File: src/rtl/axon_scheduler.sv
// Axon delay-ring scheduler: spikes are parked in a ring of timestep slots and
// one slot is drained into an axon vector per tick, handed downstream by valid/ready.
module axon_scheduler #(
  parameter int NUM_SLOTS = 16,
  parameter int NUM_AXONS = 8,
  localparam int SW = $clog2(NUM_SLOTS),
  localparam int AW = $clog2(NUM_AXONS)
) (
  input  logic                 clk,
  input  logic                 rst,
  input  logic                 spk_valid,
  output logic                 spk_ready,
  input  logic [AW-1:0]        spk_axon,
  input  logic [3:0]           spk_delay,
  input  logic                 tick,
  output logic [NUM_AXONS-1:0] out_vec,
  output logic                 out_valid,
  input  logic                 out_ready,
  output logic [SW-1:0]        cur_slot,
  output logic [7:0]           spike_count,
  output logic                 tick_overrun
);

  typedef enum logic [1:0] {IDLE, DRAIN, PRESENT} state_t;

  // Wide enough to hold cur_slot + spk_delay without overflow before the modulo.
  localparam int SUMW = ((SW > 4) ? SW : 4) + 1;

  state_t               state_q, state_d;
  logic [NUM_AXONS-1:0] slots_q [NUM_SLOTS];
  logic [NUM_AXONS-1:0] slots_d [NUM_SLOTS];
  logic [NUM_AXONS-1:0] out_vec_q, out_vec_d;
  logic                 out_valid_q, out_valid_d;
  logic [SW-1:0]        cur_slot_q, cur_slot_d;
  logic [7:0]           count_q, count_d;
  logic                 pending_q, pending_d;
  logic                 overrun_q, overrun_d;

  logic                 accept;
  logic                 draining;
  logic                 drain_hit;
  logic                 handshake;
  logic [SUMW-1:0]      slot_sum;
  logic [SW-1:0]        tgt_slot;
  logic [NUM_AXONS-1:0] axon_bit;

  assign spk_ready = rst;
  assign accept    = spk_valid && spk_ready;
  assign draining  = (state_q == DRAIN);
  assign handshake = out_valid_q && out_ready;
  assign slot_sum  = SUMW'(cur_slot_q) + SUMW'(spk_delay);
  assign tgt_slot  = slot_sum[SW-1:0];
  assign axon_bit  = NUM_AXONS'(1) << spk_axon;
  // A spike aimed at the slot being drained goes straight into out_vec.
  assign drain_hit = accept && draining && (tgt_slot == cur_slot_q);

  always_comb begin
    state_d     = state_q;
    slots_d     = slots_q;
    out_vec_d   = out_vec_q;
    out_valid_d = out_valid_q;
    cur_slot_d  = cur_slot_q;
    count_d     = count_q;
    pending_d   = pending_q;
    overrun_d   = overrun_q;

    if (accept && (count_q != 8'hFF)) begin
      count_d = count_q + 8'd1;
    end

    if (draining) begin
      out_vec_d           = slots_q[cur_slot_q] | (drain_hit ? axon_bit : '0);
      slots_d[cur_slot_q] = '0;
      cur_slot_d          = cur_slot_q + SW'(1);
      out_valid_d         = 1'b1;
    end

    if (accept && !drain_hit) begin
      slots_d[tgt_slot] = slots_d[tgt_slot] | axon_bit;
    end

    case (state_q)
      IDLE: begin
        if (tick) begin
          state_d = DRAIN;
        end
      end
      DRAIN: begin
        state_d = PRESENT;
        if (tick) begin
          if (pending_q) overrun_d = 1'b1;
          else           pending_d = 1'b1;
        end
      end
      PRESENT: begin
        // With a pending tick, a fresh tick is dropped even when it coincides with the handshake.
        if (tick) begin
          if (pending_q)       overrun_d = 1'b1;
          else if (!handshake) pending_d = 1'b1;
        end
        if (handshake) begin
          out_valid_d = 1'b0;
          pending_d   = 1'b0;
          state_d     = (pending_q || tick) ? DRAIN : IDLE;
        end
      end
      default: state_d = IDLE;
    endcase
  end

  always_ff @(posedge clk or negedge rst) begin
    if (!rst) begin
      state_q     <= IDLE;
      for (int i = 0; i < NUM_SLOTS; i++) slots_q[i] <= '0;
      out_vec_q   <= '0;
      out_valid_q <= 1'b0;
      cur_slot_q  <= '0;
      count_q     <= '0;
      pending_q   <= 1'b0;
      overrun_q   <= 1'b0;
    end else begin
      state_q     <= state_d;
      slots_q     <= slots_d;
      out_vec_q   <= out_vec_d;
      out_valid_q <= out_valid_d;
      cur_slot_q  <= cur_slot_d;
      count_q     <= count_d;
      pending_q   <= pending_d;
      overrun_q   <= overrun_d;
    end
  end

  assign out_vec      = out_vec_q;
  assign out_valid    = out_valid_q;
  assign cur_slot     = cur_slot_q;
  assign spike_count  = count_q;
  assign tick_overrun = overrun_q;

endmodule

File: config.mk
export PLATFORM = sky130hd
export DESIGN_NAME = axon_scheduler
export DESIGN_NICKNAME = d
export VERILOG_FILES = /design/src/rtl/axon_scheduler.sv
export SDC_FILE = /design/constraint.sdc
export NUM_CORES = 1
export LEC_CHECK = 0
export ABC_AREA = 1
export CAP_MARGIN = 15
export CELL_PAD_IN_SITES_DETAIL_PLACEMENT = 0
export CELL_PAD_IN_SITES_GLOBAL_PLACEMENT = 1
export CORE_MARGIN = 2
export CORE_UTILIZATION = 49
export CTS_CLUSTER_SIZE = 12
export DETAILED_ROUTE_END_ITERATION = 6
export PLACE_DENSITY_LB_ADDON = 0.08
export SYNTH_ARGS = -nofsm -noshare
export SYNTH_HDL_FRONTEND = slang
export SYNTH_SLANG_ARGS = --single-unit
File: constraint.sdc
create_clock -name clk -period 6.46 [get_ports clk]
set_clock_uncertainty 0.05 [all_clocks]
set_input_delay 1.292 -clock clk [delete_from_list [all_inputs] [get_ports clk]]
set_output_delay 1.292 -clock clk [all_outputs]
set_load 0.02 [all_outputs]
# After elaboration in Yosys (flattened, before gate mapping)
# Cells that the tools add are included.
[word_totals]
input_bits = 12
elab_cells = 82
regBits = 153
out_inout_bits = 23
[classes]
n_eq_ne = 6
reduce_logical = 15
mux = 24
n_addsub = 3
magnitude_cmp = 4
n_shift = 1
bitwise = 6
[ops]
columns = ["operator", "n"]
rows = [
  ["$mux W128", 2],
  ["$and A128 B128 Y128", 1],
  ["$bwmux W128", 1],
  ["$not A128 Y128", 1],
  ["$bmux W8 S4", 2],
  ["$demux W8 S4", 2],
  ["$mux W8", 7],
  ["$or A8 B8 Y8", 2],
  ["$ge A5 B5 Y1 const B", 2],
  ["$lt A5 B1 Y1 const B", 2],
  ["$not A4 Y5", 2],
  ["$add A8 B1 Y8 const B", 1],
  ["$logic_and A1 B1 Y1", 8],
  ["$ne A8 B8 Y1 const B", 1],
  ["$shl A1 B3 Y8 const A", 1],
  ["$mux W1", 6],
  ["$pmux W2 S3", 1],
  ["$add A4 B1 Y4 const B", 1],
  ["$add A4 B4 Y4", 1],
  ["$eq A4 B4 Y1", 1],
  ["$mux W2", 2],
  ["$ne A2 B2 Y1 const B", 2],
  ["$reduce_and A3 Y1", 1],
  ["$eq A2 B1 Y1 const B", 1],
  ["8 further kinds", 8],
]

# Longest topological paths before layout
[depth]
word_depth = 14
mapped_depth = 18
ltp_nobuf = 15

# Worst setup path before layout
# No wires, ideal clock.
[synth_timing]
path_kind = "input -> register"
startpoint = "input spk_delay[0]"
endpoint = "register slots_q[61] (netlist bit)"
stages = 17
arrival_ns = 3.271
setup_ns = 0.119
required_ns = 6.291
path_slack_ns = 3.020
path_buffers = 3
cell_sequence = "ha_1 -> fa_1 -> clkbuf_1 -> nand2_1 -> clkinv_1 -> buf_2 -> nand3_1 -> nand2_1 -> inv_1 -> nand2_1 -> nand2_1 -> nand2_1 -> nor2_1 -> nand2_1 -> buf_4 -> nand2_1 -> nand2_1"
[synth_lines]
columns = ["item", "line_no", "rtl"]
rows = [
  ["start, declared", "14", "input logic [3:0] spk_delay,"],
  ["end signal, assigned", "123", "slots_q <= slots_d;"],
  ["end, declared", "30", "logic [NUM_AXONS-1:0] slots_q [NUM_SLOTS];"],
]

==> impl_metrics.csv <==
group,metric,value,unit
cts,cts.sinks,153,
final_layout,area_growth,11.4,%
floorplanning,core,19300,sq um
place,hpwl,21900,microns
pwr,leakagePower,5.73,nW
final_layout,layoutNonFillerInstCount,1688,
final_layout,final_area,10700,sq um
outcome,outcome,"finished clean",
final_layout,final_cell_mix,"nand2_1, nand3_1, nor2_1, dfrtp_1, o21ai_0",
final_layout,final_util,0.551,
logic_synthesis,yosysSeqAreaShare,0.400,
logic_synthesis,netlist_instances,1401,
global_route,antenna_found_initial,0,
final_layout,multi_input_area,5010,sq um
final_layout,num-fill-cells,2001,
global_route,grt_max_degree,63,
worst_setup_path,rrSetupSlack,2630,ps
logic_synthesis,avgSynthCellArea,6.83,sq um
worst_setup_path,crit_path_start_kind,"primary input",
place,placed_cells,1656,
sta,rsz0062_at_grt,"no",
sta,fmax,0.233,GHz
final_layout,mostFrequentLayoutCell,"nand2_1",
min_path,hp-class,"reg -> reg",
route,drc,0,
logic_synthesis,syn_nets,1429,
worst_setup_path,reg2reg_to,"slots_q[60]",
route,wire_per_inst,20.3,microns
route,drt_first_pass_iters,6,
cts,cts_tree,"built",
worst_setup_path,arrival,4560,ps
place,portBuffers,34,
cts,cts.clk_slew.worst_paths,70,ps
min_path,holdPathStages,1,
place,place_area,10100,sq um
route,drt_wl_total,34300,microns
logic_synthesis,ys_warn_count,0,
floorplanning,die_y,144,microns
floorplanning,die-area,20700,sq um
route,vias,9799,
pwr,powerDensity,249,nW/um^2
final_layout,drive_gt1_frac,0.0745,
min_path,worstHoldEndpoint,"tick_overrun",
final_layout,diodes,0,
cts,cts_root_buffer,"clkbuf_16",
worst_setup_path,reg2reg_from,"cur_slot[0]",
global_route,grt_pass1_vias,8877,
worst_setup_path,end_kind,"flop",
route,drt-initial-drc-count,1217,
cts,clock_latency,430,ps
route,via_per_inst,5.81,
pwr,power,2.65,mW
min_path,hp-start,"tick_overrun",
logic_synthesis,netlist_area,9570,sq um
sta,setup_slack,2170,ps
sta,finalCritPeriodShare,0.665,
sta,timing.hold.ws,424,ps
place,place.gp.congestion,0.963,
floorplanning,io_pins,35,
worst_setup_path,path_max_fanout,36,
job,drv_cap,0,
sta,setup_viol,0,
sta,drv_slew,0,
sta,tightest_slew,853,ps
place,dp_worst_setup_slack,1870,ps
global_route,grtUsageMet3,0.0546,
floorplanning,rows,51,
floorplanning,die_w,144,microns
worst_setup_path,reg2regPathDepth,13,
pwr,ir_drop,0.186,mV
final_layout,nets,1438,
final_layout,seqCellArea,3830,sq um
cts,h-tree-depth,4,
global_route,grtUsageMet2,0.502,
cts,post_cts_resized,0,
sta,hold_viol_final,0,
floorplanning,initial_core_util,0.495,
sta,relSlewSlack,0.430,
global_route,grt_usage,0.340,
cts,cts_buffer_depth,2,
global_route,grt_util_met1,0.500,
sta,tns,0,ps
cts,cts_buffers,17,
global_route,grt_remaining_overflow,0,
sta,finalCriticalPeriod,4290,ps
logic_synthesis,synth_seq_cells,153,
cts,post_cts_buffers,0,
route,ant_nets,0,
global_route,grt_pass1_wl,52300,microns
global_route,busiest_layer,"met2",
cts,cts_hold_buf,0,
worst_setup_path,path_class,"in -> reg",
worst_setup_path,crit_required,6720,ps
logic_synthesis,ys_types,33,
layer usage:
layer / vias to the layer above / wire length, microns
li1: 4572 / -
met1: 4561 / 14900
met2: 575 / 14700
met3: 91 / 3430
met4: 0 / 1300
met5: - / 0
critical path, cell delays in order:
cell             delay [ps]
clkdlybuf4s50_1         410
ha_1                    230
fa_1                    630
nor2_2                   60
buf_4                   310
nand3_1                 160
nand2_1                  70
nor2_1                  190
nor2_1                   70
nor2_1                  280
nand3_2                 570
nand2_1                 200
nand2_1                  70
registers in the layout, indices dropped and copies added, names as in the netlist:
name / flops
slots_q: 128
spike_count: 8
pending_q: 1
state_q: 2
cur_slot: 4
out_valid: 1
tick_overrun: 1
out_vec: 8
final cells by class:
| cell class | instances | share of cell area |
|---|---|---|
| flip-flops and latches | 153 | 0.360 |
| repair buffers | 55 | 0.0469 |
| multi-input cells | 1081 | 0.470 |
| inverters | 102 | 0.0359 |
| clock buffers | 17 | 0.0399 |
| clock inverters | 15 | 0.0166 |
| well taps | 265 | 0.0311 |
cell usage after synthesis, drive strengths merged:
| library cell | number | area share |
|---|---|---|
| buf | 40 | 0.026 |
| clkinv | 2 | 0.00078 |
| fa | 1 | 0.0021 |
| nor3 | 8 | 0.0042 |
| a31oi | 6 | 0.0039 |
| nand4 | 25 | 0.025 |
| a21oi | 26 | 0.014 |
| ha | 15 | 0.020 |
| o22ai | 15 | 0.0098 |
| dfrtp | 153 | 0.40 |
| xor2 | 6 | 0.0055 |
| xnor2 | 6 | 0.0055 |
| o21ai | 131 | 0.069 |
| clkbuf | 25 | 0.0099 |
| inv | 100 | 0.039 |
| mux2 | 2 | 0.0024 |
| nand3 | 204 | 0.11 |
| nor2 | 156 | 0.063 |
| or2 | 1 | 0.00065 |
| a31o | 1 | 0.00092 |
| nand2 | 478 | 0.19 |
report_power, final:
group / switching [mW] / leakage, nW / internal [mW]
clock: 0.477 / 0.293 / 0.556
combinational: 0.299 / 3.42 / 0.159
sequential: 0.0899 / 2.02 / 1.07
total: 0.866 / 5.73 / 1.78
how the worst max path moves through the flow:
stage                   endpoint  cells past startpoint          from  slack [ps]
global placement    slots_q[116]                     14  spk_delay[0]        1890
finish               slots_q[60]                     13  spk_delay[0]        2170
floorplan            slots_q[61]                     17  spk_delay[0]        3020
detailed placement   slots_q[60]                     13  spk_delay[0]        1870
CTS                  slots_q[60]                     13  spk_delay[0]        2310
global route        slots_q[105]                     14  spk_delay[0]        2020
logic make-up (layout without fill, tap and decap cells):
logic type,Yosys count,in the layout,share of synthesized area
and+or+nand+nor,872,872,0.392
buffers and inverters,167,189,0.0764
adders and majority gates,16,16,0.0217
xor gates and xnor gates,12,12,0.0110
AOI/OAI and AO/OA,179,179,0.0968
DFF,153,153,0.400
muxes,2,2,0.00235
Note: power is estimated with default switching activity, not from simulation.
